**config.mk**
```make
export PLATFORM = sky130hd
export DESIGN_NAME = sb1287_line_sensor_adc
export DESIGN_NICKNAME = d
export VERILOG_FILES = /design/src/rtl/sb1287_line_sensor_adc.sv
export SDC_FILE = /design/constraint.sdc
export NUM_CORES = 1
export LEC_CHECK = 0
export CAP_MARGIN = 20
export CORE_AREA = 2 2 114 116
export CTS_CLUSTER_SIZE = 30
export DETAILED_ROUTE_END_ITERATION = 8
export DIE_AREA = 0 0 116 118
export HOLD_SLACK_MARGIN = 0.1
export MAX_ROUTING_LAYER = met4
export PLACE_DENSITY_LB_ADDON = 0.05
export SETUP_SLACK_MARGIN = 0.1
export SLEW_MARGIN = 10
export SYNTH_ARGS = -nofsm -noshare
export SYNTH_HDL_FRONTEND = slang
export SYNTH_SLANG_ARGS = --single-unit
```
**constraint.sdc**
```tcl
create_clock -name clk -period 3.55 [get_ports clk]
set_input_delay 0.71 -clock clk [delete_from_list [all_inputs] [get_ports clk]]
set_output_delay 0.71 -clock clk [all_outputs]
set_load 0.005 [all_outputs]
```
**src/rtl/sb1287_line_sensor_adc.sv**
```systemverilog
// sb1287_line_sensor_adc
//
// Scans three line sensors (left, centre, right) on an ADC128S022-style
// 8-channel 12-bit SPI ADC, round-robin. It publishes the readings as an
// atomically updated triplet with a one-cycle sample_valid strobe.
//
// The ADC answers each frame with the conversion of the channel that was
// addressed in the previous frame. The first frame after leaving IDLE is
// therefore a dummy "priming" frame whose result is thrown away.
//
// Optional feature: define SB1287_ADC_AVG_EN to average 4 consecutive
// triplets. Each commit then carries (sum of 4 readings) >> 2, and
// sample_valid fires once per 4 triplets.
//
// Parameters:
//   CLK_DIV    clk cycles per SCLK half-period (>= 1)
//   LEFT_CH    ADC channel of the left sensor
//   CENTRE_CH  ADC channel of the centre sensor
//   RIGHT_CH   ADC channel of the right sensor
//
// Ports:
//   clk, rst_n     clock (rising edge) and asynchronous active-low reset
//   enable         scan while high; a running frame always completes
//   adc_dout       ADC serial data out
//   adc_cs_n       ADC chip select (active low)
//   adc_sclk       ADC serial clock (idles high)
//   adc_din        ADC serial data in (control word, MSB first)
//   left, centre, right  last committed readings
//   sample_valid   one-cycle pulse on each commit

module sb1287_line_sensor_adc #(
  parameter int         CLK_DIV   = 8,
  parameter logic [2:0] LEFT_CH   = 3'd3,
  parameter logic [2:0] CENTRE_CH = 3'd4,
  parameter logic [2:0] RIGHT_CH  = 3'd5
) (
  input  logic        clk,
  input  logic        rst_n,
  input  logic        enable,
  input  logic        adc_dout,
  output logic        adc_cs_n,
  output logic        adc_sclk,
  output logic        adc_din,
  output logic [11:0] left,
  output logic [11:0] centre,
  output logic [11:0] right,
  output logic        sample_valid
);

  localparam int CNT_W = (CLK_DIV > 1) ? $clog2(CLK_DIV) : 1;
  localparam logic [CNT_W-1:0] CNT_LAST = CNT_W'(CLK_DIV - 1);

  typedef enum logic [1:0] {IDLE, SETUP, SHIFT, GAP} state_t;
  // Channel addressed by the frame currently being run.
  typedef enum logic [1:0] {SEQ_LEFT, SEQ_CENTRE, SEQ_RIGHT} seq_t;

  state_t           state, state_next;
  seq_t             seq;
  logic             primed;
  logic [CNT_W-1:0] cnt;
  logic [3:0]       bit_idx;
  logic [11:0]      shift_in;   // only the last 12 captured bits are kept
  logic [2:0]       cur_ch;
  logic [15:0]      ctrl_word;

  logic cnt_done, last_bit;
  logic frame_start, begin_shift, sclk_rise, sclk_fall, frame_end, stop;

  // ---------------------------------------------------------------------
  // FSM
  // ---------------------------------------------------------------------
  always_ff @(posedge clk or negedge rst_n) begin
    if (!rst_n) state <= IDLE;
    else        state <= state_next;
  end

  always_comb begin
    state_next  = state;
    cnt_done    = (cnt == CNT_LAST);
    last_bit    = (bit_idx == 4'd15);
    begin_shift = 1'b0;
    sclk_rise   = 1'b0;
    sclk_fall   = 1'b0;
    frame_end   = 1'b0;
    stop        = 1'b0;
    case (state)
      IDLE: begin
        if (enable) state_next = SETUP;
      end
      SETUP: begin
        if (cnt_done) begin
          state_next  = SHIFT;
          begin_shift = 1'b1;
        end
      end
      SHIFT: begin
        if (cnt_done) begin
          if (!adc_sclk) begin
            sclk_rise = 1'b1;
          end else if (last_bit) begin
            frame_end  = 1'b1;
            state_next = GAP;
          end else begin
            sclk_fall = 1'b1;
          end
        end
      end
      GAP: begin
        if (cnt_done) begin
          if (enable) begin
            state_next = SETUP;
          end else begin
            state_next = IDLE;
            stop       = 1'b1;
          end
        end
      end
      default: state_next = IDLE;
    endcase
    frame_start = (state_next == SETUP) && (state != SETUP);
  end

  always_comb begin
    cur_ch = LEFT_CH;
    case (seq)
      SEQ_CENTRE: cur_ch = CENTRE_CH;
      SEQ_RIGHT:  cur_ch = RIGHT_CH;
      default:    cur_ch = LEFT_CH;
    endcase
    ctrl_word = {2'b00, cur_ch, 11'd0};
  end

  // ---------------------------------------------------------------------
  // SPI serialiser / deserialiser
  // ---------------------------------------------------------------------
  always_ff @(posedge clk or negedge rst_n) begin
    if (!rst_n) begin
      cnt      <= '0;
      bit_idx  <= '0;
      shift_in <= '0;
      adc_cs_n <= 1'b1;
      adc_sclk <= 1'b1;
      adc_din  <= 1'b0;
    end else begin
      // The counter restarts on every state change and every SCLK half-period.
      if (state == IDLE || state_next != state || (state == SHIFT && cnt_done))
        cnt <= '0;
      else
        cnt <= cnt + CNT_W'(1);

      if (frame_start) adc_cs_n <= 1'b0;
      if (frame_end)   adc_cs_n <= 1'b1;

      if (begin_shift) begin
        adc_sclk <= 1'b0;
        adc_din  <= ctrl_word[15];
        bit_idx  <= '0;
      end
      if (sclk_rise) begin
        adc_sclk <= 1'b1;
        shift_in <= {shift_in[10:0], adc_dout};
      end
      if (sclk_fall) begin
        adc_sclk <= 1'b0;
        adc_din  <= ctrl_word[4'd14 - bit_idx];
        bit_idx  <= bit_idx + 4'd1;
      end
    end
  end

  // ---------------------------------------------------------------------
  // Sequencing and commit. When primed, a frame returns the sensor that
  // precedes the one it addresses: CENTRE frame -> left, RIGHT -> centre,
  // LEFT -> right (which completes the triplet).
  // ---------------------------------------------------------------------
`ifdef SB1287_ADC_AVG_EN
  logic [13:0] acc_left, acc_centre, acc_right, sum_right;
  logic [1:0]  trip_cnt;

  assign sum_right = acc_right + {2'b00, shift_in};

  always_ff @(posedge clk or negedge rst_n) begin
    if (!rst_n) begin
      seq          <= SEQ_LEFT;
      primed       <= 1'b0;
      acc_left     <= '0;
      acc_centre   <= '0;
      acc_right    <= '0;
      trip_cnt     <= '0;
      left         <= '0;
      centre       <= '0;
      right        <= '0;
      sample_valid <= 1'b0;
    end else begin
      sample_valid <= 1'b0;
      if (frame_end) begin
        if (!primed) begin
          primed <= 1'b1;
          seq    <= SEQ_CENTRE;
        end else begin
          case (seq)
            SEQ_CENTRE: begin
              acc_left <= acc_left + {2'b00, shift_in};
              seq      <= SEQ_RIGHT;
            end
            SEQ_RIGHT: begin
              acc_centre <= acc_centre + {2'b00, shift_in};
              seq        <= SEQ_LEFT;
            end
            default: begin
              seq <= SEQ_CENTRE;
              if (trip_cnt == 2'd3) begin
                left         <= acc_left[13:2];
                centre       <= acc_centre[13:2];
                right        <= sum_right[13:2];
                sample_valid <= 1'b1;
                acc_left     <= '0;
                acc_centre   <= '0;
                acc_right    <= '0;
                trip_cnt     <= '0;
              end else begin
                acc_right <= sum_right;
                trip_cnt  <= trip_cnt + 2'd1;
              end
            end
          endcase
        end
      end else if (stop) begin
        seq        <= SEQ_LEFT;
        primed     <= 1'b0;
        acc_left   <= '0;
        acc_centre <= '0;
        acc_right  <= '0;
        trip_cnt   <= '0;
      end
    end
  end
`else
  logic [11:0] shadow_left, shadow_centre;

  always_ff @(posedge clk or negedge rst_n) begin
    if (!rst_n) begin
      seq           <= SEQ_LEFT;
      primed        <= 1'b0;
      shadow_left   <= '0;
      shadow_centre <= '0;
      left          <= '0;
      centre        <= '0;
      right         <= '0;
      sample_valid  <= 1'b0;
    end else begin
      sample_valid <= 1'b0;
      if (frame_end) begin
        if (!primed) begin
          primed <= 1'b1;
          seq    <= SEQ_CENTRE;
        end else begin
          case (seq)
            SEQ_CENTRE: begin
              shadow_left <= shift_in;
              seq         <= SEQ_RIGHT;
            end
            SEQ_RIGHT: begin
              shadow_centre <= shift_in;
              seq           <= SEQ_LEFT;
            end
            default: begin
              left         <= shadow_left;
              centre       <= shadow_centre;
              right        <= shift_in;
              sample_valid <= 1'b1;
              seq          <= SEQ_CENTRE;
            end
          endcase
        end
      end else if (stop) begin
        seq    <= SEQ_LEFT;
        primed <= 1'b0;
      end
    end
  end
`endif

endmodule

```
==> results.tsv, run 1 <==
metric	value	unit
clk_latency	0.34	ns
synth_edf_count	0	
synth_largest_area_cell	dfrtp_1	
seq_power_share	48.2	%
min_from	cnt[0]	
clockBufferDepth	2	
area_growth	25.0	%
grt_start_max_net_pins	62	
grt_pass1_wl	11600	microns
p_sw	0.501	mW
n_antenna_cell	0	
die_h	118	microns
critPathLaunch	cnt[0]	
vias	1963	
path_class	reg -> reg	
yosysMostFrequentCell	dfrtp_1	
pin_count	44	
wirelength	6770	microns
synthDistinctLibCells	34	
place.gp.congestion	0.723	
synth_top_area_share	58.7	%
cts_tree	built	
drtPass1Iterations	4	
num-fill-cells	1217	
p_leak	2.30	nW
cellPowerDensity	488	nW/um^2
final_nets	290	
syn_area	3660	sq um
root_buffer	clkbuf_16	
fin_crit_sh	73.4	%
path_clk_slew	0.06	ns
drc	0	
wl_per_cell	14.8	microns
endpoint_kind	flop	
rsz0062_at_grt	false	
yosysSeqAreaShare	60.2	%
slew_viol_final	0	
fin_tns_setup	0	ns
start_kind	flop	
hp-class	reg -> reg	
htree_levels	3	
p_comb_share	6.0	%
setup_slack	0.944	ns
syn_inst	235	
outcome	finished, final reports clean	
initialDrtViolationCount	53	
max_freq	0.384	GHz
synth-async-reset-ratio	100	%
ys_ff_latch	88	
rows	41	
avgSynthCellArea	15.6	sq um
finalSetupViolations	0	
required	3.77	ns
pwr-share-clk	45.8	%
synthTopCellsByArea	dfrtp_1 (59%), mux2_2 (13%), mux2_4 (12%), ha_1 (1.7%), dfstp_2 (1.4%)	
finalHoldViolCount	0	
post_cts_buffers	0	
worstPathArrival	2.83	ns
synthTopCellsByCount	dfrtp_1 (86), mux2_2 (42), mux2_4 (30)	
cts_sinks	88	
path_max_fanout	36	
finalCriticalPeriod	2.61	ns
antenna_found_initial	0	
hold_buffers	0	
ys.flop_type	dfrtp_1	
cts_buffers	9	
pre_cts_ws	0.900	ns
ant_nets	0	
grt_pass1_vias	2087	
skew	0.00812	ns
cts_resized	0	
synth_fp_nets	244	
final_layout_size_suffix_gt1_share	34.3	%
overflow	0	
via_per_inst	4.29	
die_x	116	microns
dieArea	13700	sq um
drv_cap	0	
yosysWarnings	0	
start_util	29.5	%
core	12400	sq um
reg2reg_from	cnt[0]	
grt_usage	11.5	%
slew_headroom	46.6	%
portBuffers	43	
switching_share	22.4	%
intPower	1.74	mW
hpwl	4230	microns
worstMarginPinSlew	0.801	ns
peakVddDrop	0.186	mV
==> final timing paths <==
| path | end | slack [ns] | depth (start not counted) |
|---|---|---|---|
| setup reg to reg | left[5] | 0.94 | 6 |
| hold / removal | cnt[0] | 0.45 | 1 |
| hold reg to reg | cnt[0] | 0.45 | 1 |
| setup / recovery | left[5] | 0.94 | 6 |
| min in group asynchronous | cnt[2] | 0.46 | 1 |
| max in group asynchronous | shadow_centre[8] | 2.37 | 2 |
==> area by class of cell <==
cell class              instances  area, sq um  area share (%)
clock buffers                  12          246            5.38
inverters                       4         15.0           0.328
well taps                     172          215            4.70
multi-input cells             133         1380            30.1
repair buffers                 45          443            9.67
clock inverters                 4         77.6            1.69
flip-flops and latches         88         2200            48.1
==> critical path: stages (launching register included) <==
cell	delay, ns
dfrtp_1	0.35
ha_1	0.15
ha_1	0.41
nand4b_4	0.23
nor2_8	0.22
nand3_4	0.58
mux2_4	0.52
==> power groups by stage <==
stage	Clock, mW	Sequential [mW]	Combinational, mW
after floorplan	0	1.07	0.117
after global placement	0	1.10	0.140
after detailed placement	0	1.10	0.139
after CTS	1.07	1.08	0.140
after global routing	1.11	1.08	0.162
final	1.02	1.08	0.134
==> metrics by stage <==
step | area, sq um | std cells | utilization (%) | total power [mW] | hold slack (ns)
4_1_cts | 4580 | 458 | 36.9 | 2.28 | 0.450
3_3_place_gp | 4260 | 442 | 34.3 | 1.24 | 0.428
6_report | 4580 | 458 | 36.9 | 2.24 | 0.446
5_1_grt | 4580 | 458 | 36.9 | 2.36 | 0.462
3_5_place_dp | 4260 | 442 | 34.3 | 1.23 | 0.437
2_1_floorplan | 3660 | 235 | - | 1.19 | 0.414
==> registers in the layout (all words and copies together), names as in the netlist <==
name           cells
left              12
shift_in          12
seq                2
right             12
adc_cs_n           1
primed             1
centre            12
cnt                3
bit_idx            4
state              2
sample_valid       1
adc_sclk           1
shadow_left       12
adc_din            1
shadow_centre     12
==> cells in the final DEF, fill, tap and decap left out, types with 2 or more instances in the layout <==
| master | Yosys | routed |
|---|---|---|
| nor2_1 | 2 | 2 |
| o21ai_0 | 6 | 6 |
| nand3_1 | 3 | 3 |
| clkbuf_16 | 0 | 9 |
| a21oi_1 | 3 | 3 |
| mux2_4 | 30 | 30 |
| xnor2_1 | 2 | 2 |
| nand2_1 | 11 | 11 |
| dfrtp_1 | 86 | 86 |
| bufinv_16 | 0 | 2 |
| mux2_2 | 42 | 42 |
| ha_1 | 5 | 5 |
| a21o_1 | 3 | 3 |
| inv_1 | 4 | 4 |
| nor3b_1 | 3 | 3 |
| and3_1 | 2 | 2 |
| dfstp_2 | 2 | 2 |
| nand3_2 | 3 | 3 |
| clkdlybuf4s50_1 | 0 | 42 |
| o31ai_1 | 2 | 2 |
| buf_4 | 0 | 3 |
| nor3_1 | 2 | 2 |
| clkbuf_1 | 2 | 2 |
| clkinv_4 | 0 | 2 |
| a31oi_1 | 2 | 2 |
==> layer usage <==
layer | part of all wire [%] | global-route usage [%] | vias to the layer above
li1 | - | - | 932
met1 | 51 | 16.1 | 983
met2 | 44 | 15.4 | 36
met3 | 3.3 | 2.68 | 12
met4 | 2.1 | 5.80 | 0
met5 | 0 | - | -
==> cell families after synthesis <==
| logic type | Yosys count | share of synthesized area (%) |
|---|---|---|
| fa+ha+maj | 5 | 1.71 |
| simple gates | 35 | 6.83 |
| xor+xnor | 3 | 0.717 |
| mux | 73 | 25.5 |
| flops | 88 | 60.2 |
| buf+inv | 14 | 2.22 |
| compound gates | 17 | 2.87 |
(Power assumes the default switching activity.)
==> run 2: changes to the inputs <==
clock period = 2.4 ns   (was 3.55 ns; I/O delays follow)
==> results.tsv, run 2 (synthesis results as in run 1) <==
metric	value	unit	change
outcome	finished, final reports clean		
finalSetupViolations	0		unchanged
worstMarginPinSlew	0.579	ns	-0.222 ns
htree_levels	3		unchanged
wl_per_cell	14.8	microns	+0.34%
p_leak	2.33	nW	+1.4%
hold_buffers	0		unchanged
vias	1996		+1.7%
endpoint_kind	flop		
antenna_found_initial	0		unchanged
path_max_fanout	15		-58%
initialDrtViolationCount	64		+21%
hpwl	4460	microns	+5.5%
required	2.62	ns	-1.15 ns
skew	0.00430	ns	-0.00382 ns
finalCriticalPeriod	2.09	ns	-0.517 ns
rsz0062_at_grt	false		
cts_buffers	9		unchanged
grt_usage	11.8	%	+0.30 points
die_x	116	microns	unchanged
grt_pass1_vias	2180		+4.5%
area_growth	26.4	%	
finalHoldViolCount	0		unchanged
num-fill-cells	1209		-0.66%
hp-class	in -> async		
path_class	reg -> reg		
post_cts_buffers	0		unchanged
n_antenna_cell	0		unchanged
grt_pass1_wl	11900	microns	+2.2%
slew_headroom	61.4	%	+15 points
via_per_inst	4.32		+0.80%
dieArea	13700	sq um	unchanged
cts_tree	built		
path_clk_slew	0.06	ns	about the same
drc	0		unchanged
fin_tns_setup	0	ns	unchanged
pin_count	44		unchanged
slew_viol_final	0		unchanged
start_util	29.5	%	unchanged
final_nets	294		+1.4%
cts_resized	0		unchanged
drtPass1Iterations	4		unchanged
cellPowerDensity	715	nW/um^2	+46%
overflow	0		unchanged
grt_start_max_net_pins	45		-27%
place.gp.congestion	0.726		+0.46%
max_freq	0.479	GHz	+25%
ant_nets	0		unchanged
stdcell_area	4630	sq um	+1.1%
cp_common_cell	ha_1		
root_buffer	clkbuf_16		
clockBufferDepth	2		unchanged
drv_cap	0		unchanged
mostFrequentLayoutCells	dfrtp_1 (86), mux2_2 (42), clkdlybuf4s50_1 (42)		
multi_input_area	1380	sq um	unchanged
wirelength	6850	microns	+1.2%
portBuffers	43		unchanged
dpl_cell_area	4310	sq um	+1.3%
layout_commonest_cell	dfrtp_1		
crit_chain	ha_1 > ha_1 > nand4b_4 > nor2_8 > nand3_4 > buf_12 > mux2_4		
start_kind	flop		
clk_latency	0.34	ns	about the same
seqCellArea	2200	sq um	unchanged
rows	41		unchanged
total_power	3.31	mW	+48%
slowest_stage	dfrtp_1		
die_h	118	microns	unchanged
worstPathArrival	2.31	ns	-0.52 ns
core	12400	sq um	unchanged
fin_crit_sh	87.0	%	+14 points
slowest_delay	0.35	ns	-0.23 ns
cts_sinks	88		unchanged
final_layout_size_suffix_gt1_share	35.9	%	+1.6 points
peakVddDrop	0.374	mV	+100%
==> run 2: changes by cell type in the layout (fill, tap and decap cells not counted) <==
cell | previous run | this run
clkinv_2 | 0 | 3
buf_12 | 0 | 2
buf_4 | 3 | 5
clkbuf_1 | 2 | 0
clkinv_4 | 2 | 0
clkinvlp_4 | 0 | 1
==> run 2: cell type report <==
type / instances / share of cell area, %
clock buffers: 10 / 5.16
clock inverters: 6 / 1.78
inverters: 4 / 0.324
multi-input cells: 133 / 29.7
flip-flops and latches: 88 / 47.6
well taps: 172 / 4.65
repair buffers: 49 / 10.8
==> run 2: per-layer routing <==
metal	vias to the layer above	wire (microns)	GRT usage, %	share of wire (%)
li1	937	-	-	-
met1	1013	3390	15.9	50
met2	37	3060	16.3	45
met3	9	265	3.71	3.9
met4	0	135	5.13	2.0
met5	-	0	-	0
==> run 2: power by group <==
part / internal (mW) / leakage, nW / switching, mW
logic: 0.0914 / 0.965 / 0.117
clock network: 0.934 / 0.158 / 0.573
registers: 1.54 / 1.21 / 0.0584
==> run 2: path summary, 6_finish.rpt <==
check                      slack (ns)  cells past startpoint  startpoint          to
max in group asynchronous        1.57                      2       rst_n    right[6]
min                              0.13                      1       rst_n    left[11]
min in group clk                 0.44                      1      cnt[0]      cnt[0]
max                              0.31                      7      cnt[0]  centre[10]
min reg2reg                      0.44                      1      cnt[0]      cnt[0]
max reg2reg                      0.31                      7      cnt[0]  centre[10]
==> run 2: through the flow <==
stage | utilization (%) | hold slack (ns) | cells | setup WS (ns)
after floorplan | - | 0.184 | 235 | 0.638
after global placement | 34.7 | 0.431 | 446 | 0.302
after detailed placement | 34.7 | 0.443 | 446 | 0.259
after CTS | 37.3 | 0.152 | 462 | 0.245
after global routing | 37.3 | 0.178 | 462 | 0.127
final | 37.3 | 0.133 | 462 | 0.311
==> run 2: worst max-delay path, delay by kind of cell, from the launching register on <==
kind                     cells  cell delay (ns)
AND/OR/NAND/NOR              3             0.66
adder cells (fa/ha/maj)      2             0.38
flip-flops                   1             0.35
multiplexers                 1             0.30
buffers and inverters        1             0.27
==> run 3: changes to the inputs <==
SLEW_MARGIN = 15   (was 10)
==> results of run 3 <==
The final DEF is identical to that of run 2; final timing and power are the same.
